`config.mk`:
```
export PLATFORM = sky130hd
export DESIGN_NAME = nlfsr_tap_ctrl
export DESIGN_NICKNAME = d
export VERILOG_FILES = /design/src/rtl/nlfsr_pkg.sv /design/src/rtl/nlfsr_tap_ctrl_tap_cfg_regfile.sv /design/src/rtl/nlfsr_tap_ctrl.sv
export SDC_FILE = /design/constraint.sdc
export NUM_CORES = 1
export LEC_CHECK = 0
export BUFFER_PORTS_ARGS = -buffer_cell sky130_fd_sc_hd__buf_2
export CORE_UTILIZATION = 33
export DETAILED_ROUTE_END_ITERATION = 7
export GPL_TIMING_DRIVEN = 1
export PLACE_DENSITY = 0.57
export SYNTH_ARGS = -nofsm -noshare
export SYNTH_HDL_FRONTEND = slang
export SYNTH_SLANG_ARGS = --single-unit
export TNS_END_PERCENT = 100
```
`constraint.sdc`:
```
create_clock -name clk -period 7.3 [get_ports clk]
set_input_delay 1.46 -clock clk [delete_from_list [all_inputs] [get_ports clk]]
set_output_delay 1.46 -clock clk [all_outputs]
set_load 0.01 [all_outputs]
```
`src/rtl/nlfsr_pkg.sv`:
```
// Shared types and helpers for the NLFSR tap sequencer: FSM state encoding,
// tap index width and the reset contents of a coefficient slot.
package nlfsr_pkg;

  localparam int TAP_IDX_W = 8;

  typedef enum logic [2:0] {
    ST_IDLE  = 3'd0,
    ST_ARM   = 3'd1,
    ST_RUN   = 3'd2,
    ST_STALL = 3'd3,
    ST_FLUSH = 3'd4
  } tap_ctrl_state_t;

  // Slot k powers up holding tap index k+1.
  function automatic logic [TAP_IDX_W-1:0] default_slot(input int unsigned k);
    default_slot = TAP_IDX_W'(k + 32'd1);
  endfunction

endpackage

```
`src/rtl/nlfsr_tap_ctrl_tap_cfg_regfile.sv`:
```
// Coefficient table for the tap stage. Writes are accepted only while the
// sequencer is idle and only for in-range slot/tap indices; anything else pulses cfg_err.
module tap_cfg_regfile
  import nlfsr_pkg::*;
#(
  parameter int NUM_OF_TAPS = 15,
  parameter int SIZE        = 32,
  parameter int ADDR_W      = $clog2(NUM_OF_TAPS)
) (
  input  logic                             clk,
  input  logic                             res,
  input  logic                             cfg_open,
  input  logic                             cfg_we,
  input  logic [ADDR_W-1:0]                cfg_addr,
  input  logic [TAP_IDX_W-1:0]             cfg_data,
  output logic [NUM_OF_TAPS*TAP_IDX_W-1:0] co_buf,
  output logic                             cfg_err
);

  logic addr_ok;
  logic data_ok;
  logic accept;
  logic reject;

  // Classify the current write request.
  always_comb begin
    addr_ok = 1'b0;
    data_ok = 1'b0;
    accept  = 1'b0;
    reject  = 1'b0;
    addr_ok = (int'(cfg_addr) < NUM_OF_TAPS);
    data_ok = (int'(cfg_data) < SIZE);
    if (cfg_we) begin
      accept = cfg_open && addr_ok && data_ok;
      reject = !accept;
    end else begin
      accept = 1'b0;
      reject = 1'b0;
    end
  end

  // Table storage and the registered error pulse.
  always_ff @(posedge clk or negedge res) begin
    if (!res) begin
      for (int k = 0; k < NUM_OF_TAPS; k++) begin
        co_buf[k*TAP_IDX_W +: TAP_IDX_W] <= default_slot(k);
      end
      cfg_err <= 1'b0;
    end else begin
      cfg_err <= reject;
      for (int k = 0; k < NUM_OF_TAPS; k++) begin
        if (accept && (cfg_addr == ADDR_W'(k))) begin
          co_buf[k*TAP_IDX_W +: TAP_IDX_W] <= cfg_data;
        end
      end
    end
  end

endmodule

```
`src/rtl/nlfsr_tap_ctrl.sv`:
```
// NLFSR tap-stage sequencer: drives tap_start/nlfsr_step, packs the result bit
// stream MSB-first into words on a valid/ready port. Optional warm-up: NLFSR_TAP_CTRL_WARMUP_EN.
module nlfsr_tap_ctrl
  import nlfsr_pkg::*;
#(
  parameter int NUM_OF_TAPS = 15,
  parameter int SIZE        = 32,
  parameter int OUT_W       = 32,
  parameter int WARMUP      = 64
) (
  input  logic                             clk,
  input  logic                             res,
  input  logic                             cfg_we,
  input  logic [$clog2(NUM_OF_TAPS)-1:0]   cfg_addr,
  input  logic [7:0]                       cfg_data,
  output logic                             cfg_err,
  input  logic                             run_req,
  input  logic                             stop_req,
  input  logic [15:0]                      nwords,
  output logic [NUM_OF_TAPS*TAP_IDX_W-1:0] co_buf,
  output logic                             tap_start,
  output logic                             nlfsr_step,
  input  logic                             xor_result,
  output logic [OUT_W-1:0]                 word_out,
  output logic                             word_valid,
  input  logic                             word_ready,
  output logic                             busy,
  output logic                             done
);

  localparam int ADDR_W = $clog2(NUM_OF_TAPS);
  localparam int BC_W   = $clog2(OUT_W);

  tap_ctrl_state_t state;
  tap_ctrl_state_t next_state;

  logic [OUT_W-1:0] acc;
  logic [OUT_W-1:0] shifted;
  logic [BC_W-1:0]  bit_cnt;
  logic [15:0]      word_cnt;
  logic [15:0]      nwords_q;
  logic             stop_pend;
  logic             pulse;
  logic             warming;
  logic             capture;
  logic             out_free;
  logic             last_bit;
  logic             last_word;
  logic             load_run;
  logic             load_stall;

  tap_cfg_regfile #(
    .NUM_OF_TAPS (NUM_OF_TAPS),
    .SIZE        (SIZE),
    .ADDR_W      (ADDR_W)
  ) u_cfg (
    .clk      (clk),
    .res      (res),
    .cfg_open (state == ST_IDLE),
    .cfg_we   (cfg_we),
    .cfg_addr (cfg_addr),
    .cfg_data (cfg_data),
    .co_buf   (co_buf),
    .cfg_err  (cfg_err)
  );

`ifdef NLFSR_TAP_CTRL_WARMUP_EN
  localparam int WC_W = $clog2(WARMUP + 1);
  logic [WC_W-1:0] warm_cnt;

  assign warming = (warm_cnt != WC_W'(WARMUP));

  // Counts discarded bits after ARM; cleared whenever the sequencer is idle.
  always_ff @(posedge clk or negedge res) begin
    if (!res) begin
      warm_cnt <= '0;
    end else if (state == ST_IDLE) begin
      warm_cnt <= '0;
    end else if ((state == ST_RUN) && warming) begin
      warm_cnt <= warm_cnt + WC_W'(1);
    end else begin
      warm_cnt <= warm_cnt;
    end
  end
`else
  // Warm-up disabled in this build: packing begins with the first bit after ARM.
  assign warming = (WARMUP < 0);
`endif

  assign tap_start  = pulse;
  assign nlfsr_step = pulse;

  // Datapath decode shared by the FSM and the registers.
  always_comb begin
    shifted    = {acc[OUT_W-2:0], xor_result};
    out_free   = !word_valid || word_ready;
    last_bit   = (bit_cnt == BC_W'(OUT_W - 1));
    last_word  = ((nwords_q != 16'd0) && ((word_cnt + 16'd1) == nwords_q))
                 || stop_pend || stop_req;
    capture    = (state == ST_RUN) && !warming;
    load_run   = capture && last_bit && out_free;
    load_stall = (state == ST_STALL) && word_valid && word_ready;
  end

  // Next-state and pulse generation.
  always_comb begin
    next_state = state;
    pulse      = 1'b0;
    case (state)
      ST_IDLE: begin
        if (run_req) begin
          next_state = ST_ARM;
        end else begin
          next_state = ST_IDLE;
        end
      end
      ST_ARM: begin
        pulse      = 1'b1;
        next_state = ST_RUN;
      end
      ST_RUN: begin
        if (warming) begin
          pulse = 1'b1;
          if (stop_pend || stop_req) begin
            next_state = ST_FLUSH;
          end else begin
            next_state = ST_RUN;
          end
        end else if (last_bit && !out_free) begin
          next_state = ST_STALL;
        end else if (last_bit) begin
          pulse      = 1'b1;
          next_state = last_word ? ST_FLUSH : ST_RUN;
        end else begin
          pulse      = 1'b1;
          next_state = ST_RUN;
        end
      end
      ST_STALL: begin
        // The last captured bit had no follow-up sample, so fetch it on release.
        if (load_stall) begin
          pulse      = !last_word;
          next_state = last_word ? ST_FLUSH : ST_RUN;
        end else begin
          next_state = ST_STALL;
        end
      end
      ST_FLUSH: begin
        if (!word_valid) begin
          next_state = ST_IDLE;
        end else begin
          next_state = ST_FLUSH;
        end
      end
      default: begin
        next_state = ST_IDLE;
      end
    endcase
  end

  // State register plus busy/done status.
  always_ff @(posedge clk or negedge res) begin
    if (!res) begin
      state <= ST_IDLE;
      busy  <= 1'b0;
      done  <= 1'b0;
    end else begin
      state <= next_state;
      busy  <= (next_state != ST_IDLE);
      done  <= (state == ST_FLUSH) && (next_state == ST_IDLE);
    end
  end

  // Run parameters: word target and the sticky stop request.
  always_ff @(posedge clk or negedge res) begin
    if (!res) begin
      nwords_q  <= 16'd0;
      stop_pend <= 1'b0;
    end else if (state == ST_IDLE) begin
      nwords_q  <= run_req ? nwords : nwords_q;
      stop_pend <= 1'b0;
    end else begin
      nwords_q  <= nwords_q;
      stop_pend <= stop_pend || stop_req;
    end
  end

  // Bit accumulator and bit/word counters.
  always_ff @(posedge clk or negedge res) begin
    if (!res) begin
      acc      <= '0;
      bit_cnt  <= '0;
      word_cnt <= 16'd0;
    end else if (state == ST_IDLE) begin
      acc      <= '0;
      bit_cnt  <= '0;
      word_cnt <= 16'd0;
    end else begin
      if (capture) begin
        acc     <= shifted;
        bit_cnt <= last_bit ? '0 : (bit_cnt + BC_W'(1));
      end else begin
        acc     <= acc;
        bit_cnt <= bit_cnt;
      end
      if (load_run || load_stall) begin
        word_cnt <= word_cnt + 16'd1;
      end else begin
        word_cnt <= word_cnt;
      end
    end
  end

  // Output word register with valid/ready handshake.
  always_ff @(posedge clk or negedge res) begin
    if (!res) begin
      word_out   <= '0;
      word_valid <= 1'b0;
    end else if (load_run) begin
      word_out   <= shifted;
      word_valid <= 1'b1;
    end else if (load_stall) begin
      word_out   <= acc;
      word_valid <= 1'b1;
    end else if (word_valid && word_ready) begin
      word_out   <= word_out;
      word_valid <= 1'b0;
    end else begin
      word_out   <= word_out;
      word_valid <= word_valid;
    end
  end

endmodule

```
==> results.toml <==
[run]
cap_viol_max_count = 0

[setup_path]
cp_max_fo = 9
cp_data_arrival_time_ns = 3.31
critPathSlowestCell = "nor4_1"
cp_slowest_stage_delay_ns = 0.59
cp_cell_sequence = "ha_1 > nand3_1 > nor4_1 > xnor2_1 > a211oi_1 > nand4_1 > nand2_1 > o22ai_1 > buf_2"
cp-end-kind = "output pin"
worst_setup_path_start_kind = "flop"
worst-path-buf-inv = 1
crit_required_ns = 5.84
crit_type = "reg -> out"
critical_path.top_delay_family = "simple AND/OR/NAND/NOR gates"
r2r_setup_slack_ns = 3.40

[routing]
drt-total-wl_um = 23600
drt_pass1_iterations = 5
avgRoutedWirePerCell_um = 16.7
via_count = 6853
drt_iter0_drc = 338
via_per_inst = 4.84
postRouteAntennaNets = 0
drc = 0

[clock_network]
numCtsBuffers = 26
clk_pin_slew_ns = 0.06
htreeDepth = 1
postCtsHoldBufs = 0
post_cts_buffers = 0
insertion_delay_ns = 0.53
cts.sinks = 229
root_buffer = "clkbuf_16"
clockBufferDepth = 3
tritoncts = "done"
cts_resized = 0

[die]
die_h_um = 173
pin_count = 193
core_area_um2 = 28600
dieArea_um2 = 29800
start_util_pct = 33.5
die_w_um = 173
rows = 62

[final_layout]
synthToLayoutAreaGrowth_pct = 23.0
drive_gt1_share_pct = 36.3
final_cells = 1415
nets = 1048

[synth]
synthMuxAreaShare_pct = 13.8
synth_xor_area_share_pct = 2.01
yosys.area_share.simple_pct = 15.6
synth_fp_nets = 869
ys_types = 54
ys.flop_type = "dfrtp_1"
ys_async_sr_fraction_pct = 100
synth_fa_ha_area_share_pct = 0.391
syn_inst = 831
syn_area_um2 = 9600
synth_top_family_by_area = "simple AND/OR/NAND/NOR gates"
ys_ff_latch = 229
synth_compound_area_share_pct = 5.95
syn_area_per_cell_um2 = 11.5
synth-edff-count = 0
yosysWarnings = 0
seq_area_frac_synth_pct = 60.1

[hold_path]
hp-class = "reg -> reg"

[pwr]
swShare_pct = 28.0
ir_drop_mv = 0.157
p_per_area_nw_per_um2 = 282
p_comb_share_pct = 15.0
p_sw_uw = 931
power.leakage_nw = 6.36
p_seq_share_pct = 44.9
internal_power_mw = 2.39
clkPwrFrac_pct = 40.1

[timing]
hold_violations = 0
min_period_over_period_pct = 65.4
setup_viol = 0
final_max_slew_viol_count = 0
maxSlewHeadroom_pct = 21.4
max_freq_ghz = 0.209
post-route-min-period_ns = 4.77
rsz0062_at_grt = "no"
worst_pin_slew_ns = 1.17
finalClockSkew_ns = 0.0170
whs_ns = 0.468
finalSetupTns_ns = 0

[run_status]
status = "finished, final reports clean"

[placement]
dp_cells = 1366
gp_congestion = 0.846
dp_hpwl_um = 15700
io_buffer_count = 192

[global_route]
grt_max_degree = 150
grt_usage_pct = 16.0
antenna_found_initial = 1
overflow = 0
grt_pass1_wl_um = 38600
grt_pass1_vias = 6695
worst reg2reg max path, stage by stage, from the launching register on:
cell and delay, ns:
dfrtp_1 0.36, buf_4 0.26, or3_1 0.56, nor4_1 0.89
nand4_1 0.32, nor3_1 0.96, mux2_2 0.43
flip-flops by register name, indices dropped and copies added (netlist names):
name and flops:
u_cfg.co_buf 120, acc 32, word_out 32, nwords_q 16
word_cnt 16, bit_cnt 5, state 3, busy 1
done 1, stop_pend 1, u_cfg.cfg_err 1, word_valid 1
through the flow:
step	utilization, %	total power [mW]	setup WS, ns	area [µm²]
2_1_floorplan	-	1.83	3.29	9600
3_3_place_gp	38.1	2.01	2.93	10900
3_5_place_dp	38.1	2.02	2.84	10900
4_1_cts	41.2	3.38	2.47	11800
5_1_grt	41.2	3.49	2.10	11800
6_report	41.2	3.32	2.53	11800
worst paths after layout:
| check | from | to | cells after the start |
|---|---|---|---|
| max | word_cnt[0] | nlfsr_step | 9 |
| min | acc[31] | acc[31] | 2 |
| min in group asynchronous | res | u_cfg.co_buf[29] | 1 |
| max in group asynchronous | res | acc[14] | 2 |
| max reg2reg | state[1] | u_cfg.co_buf[28] | 6 |
| min reg2reg | acc[31] | acc[31] | 2 |
cell type report:
cell class,instances,area [µm²]
Antenna cell,1,2.50
Clock buffer,35,724
Clock inverter,13,161
Fill cell,2765,16800
Inverter,4,15.0
Multi-Input combinational cell,551,3620
Sequential cell,229,5770
Tap cell,384,480
Timing Repair Buffer,198,1030
cells in the mapped netlist (2+ instances only):
library cell | count | area (µm²)
o22ai_1 | 3 | 18.8
xnor2_1 | 16 | 140
nand3b_1 | 2 | 15.0
a211oi_1 | 2 | 15.0
and3_1 | 2 | 12.5
nand3_1 | 45 | 225
a311oi_1 | 2 | 17.5
o21ai_0 | 29 | 145
or2_2 | 2 | 12.5
buf_4 | 2 | 15.0
xor2_1 | 6 | 52.6
buf_1 | 3 | 11.3
inv_1 | 4 | 15.0
nand4_1 | 7 | 43.8
or3_1 | 4 | 25.0
a21oi_1 | 42 | 210
ha_1 | 3 | 37.5
nand2b_1 | 6 | 37.5
clkbuf_1 | 38 | 143
o31ai_1 | 4 | 30.0
a31oi_1 | 4 | 25.0
o41ai_1 | 2 | 17.5
nor3_1 | 10 | 50.1
nand4_4 | 2 | 42.5
mux2_2 | 90 | 1010
o21a_1 | 2 | 15.0
nor2_1 | 66 | 248
mux2i_1 | 31 | 310
nor4_1 | 8 | 50.1
dfrtp_1 | 197 | 4930
nand2_1 | 95 | 357
and2_1 | 13 | 81.3
buf_2 | 4 | 20.0
dfstp_2 | 32 | 841
nor2b_1 | 34 | 213
power by group through the flow:
stage / Combinational [mW] / Sequential (mW) / Clock, mW
after CTS: 0.507 / 1.50 / 1.38
final: 0.498 / 1.49 / 1.33
after detailed placement: 0.504 / 1.52 / 0
after global placement: 0.500 / 1.51 / 0
after global routing: 0.554 / 1.51 / 1.42
after floorplan: 0.334 / 1.50 / 0
metal layers:
layer / routed length, µm / track usage, % / share of wire, %
met5: 0 / 0 / 0
met4: 702 / 5.21 / 3.0
met3: 1010 / 2.79 / 4.3
met2: 10800 / 24.7 / 46
met1: 11000 / 22.7 / 47
cells by family after synthesis:
logic type                 count (synthesis)
DFF                                      229
AOI/OAI and AO/OA                         99
xor gates and xnor gates                  22
and+or+nand+nor                          306
buffers and inverters                     51
muxes                                    121
adders and majority gates                  3
layout by cell type (no fill, tap or decap), types with 6 or more instances in the layout:
| cell | n |
|---|---|
| nand3_1 | 45 |
| dfstp_2 | 32 |
| mux2_2 | 90 |
| a21oi_1 | 42 |
| xor2_1 | 6 |
| nand2_1 | 95 |
| o21ai_0 | 29 |
| nor3_1 | 10 |
| nand2b_1 | 6 |
| and2_1 | 13 |
| clkinv_2 | 6 |
| nor4_1 | 8 |
| xnor2_1 | 16 |
| nand4_1 | 7 |
| clkbuf_16 | 26 |
| nor2_1 | 65 |
| nor2b_1 | 34 |
| dfrtp_1 | 197 |
| mux2i_1 | 31 |
| buf_2 | 191 |
Power figures use the tool's default switching activity.
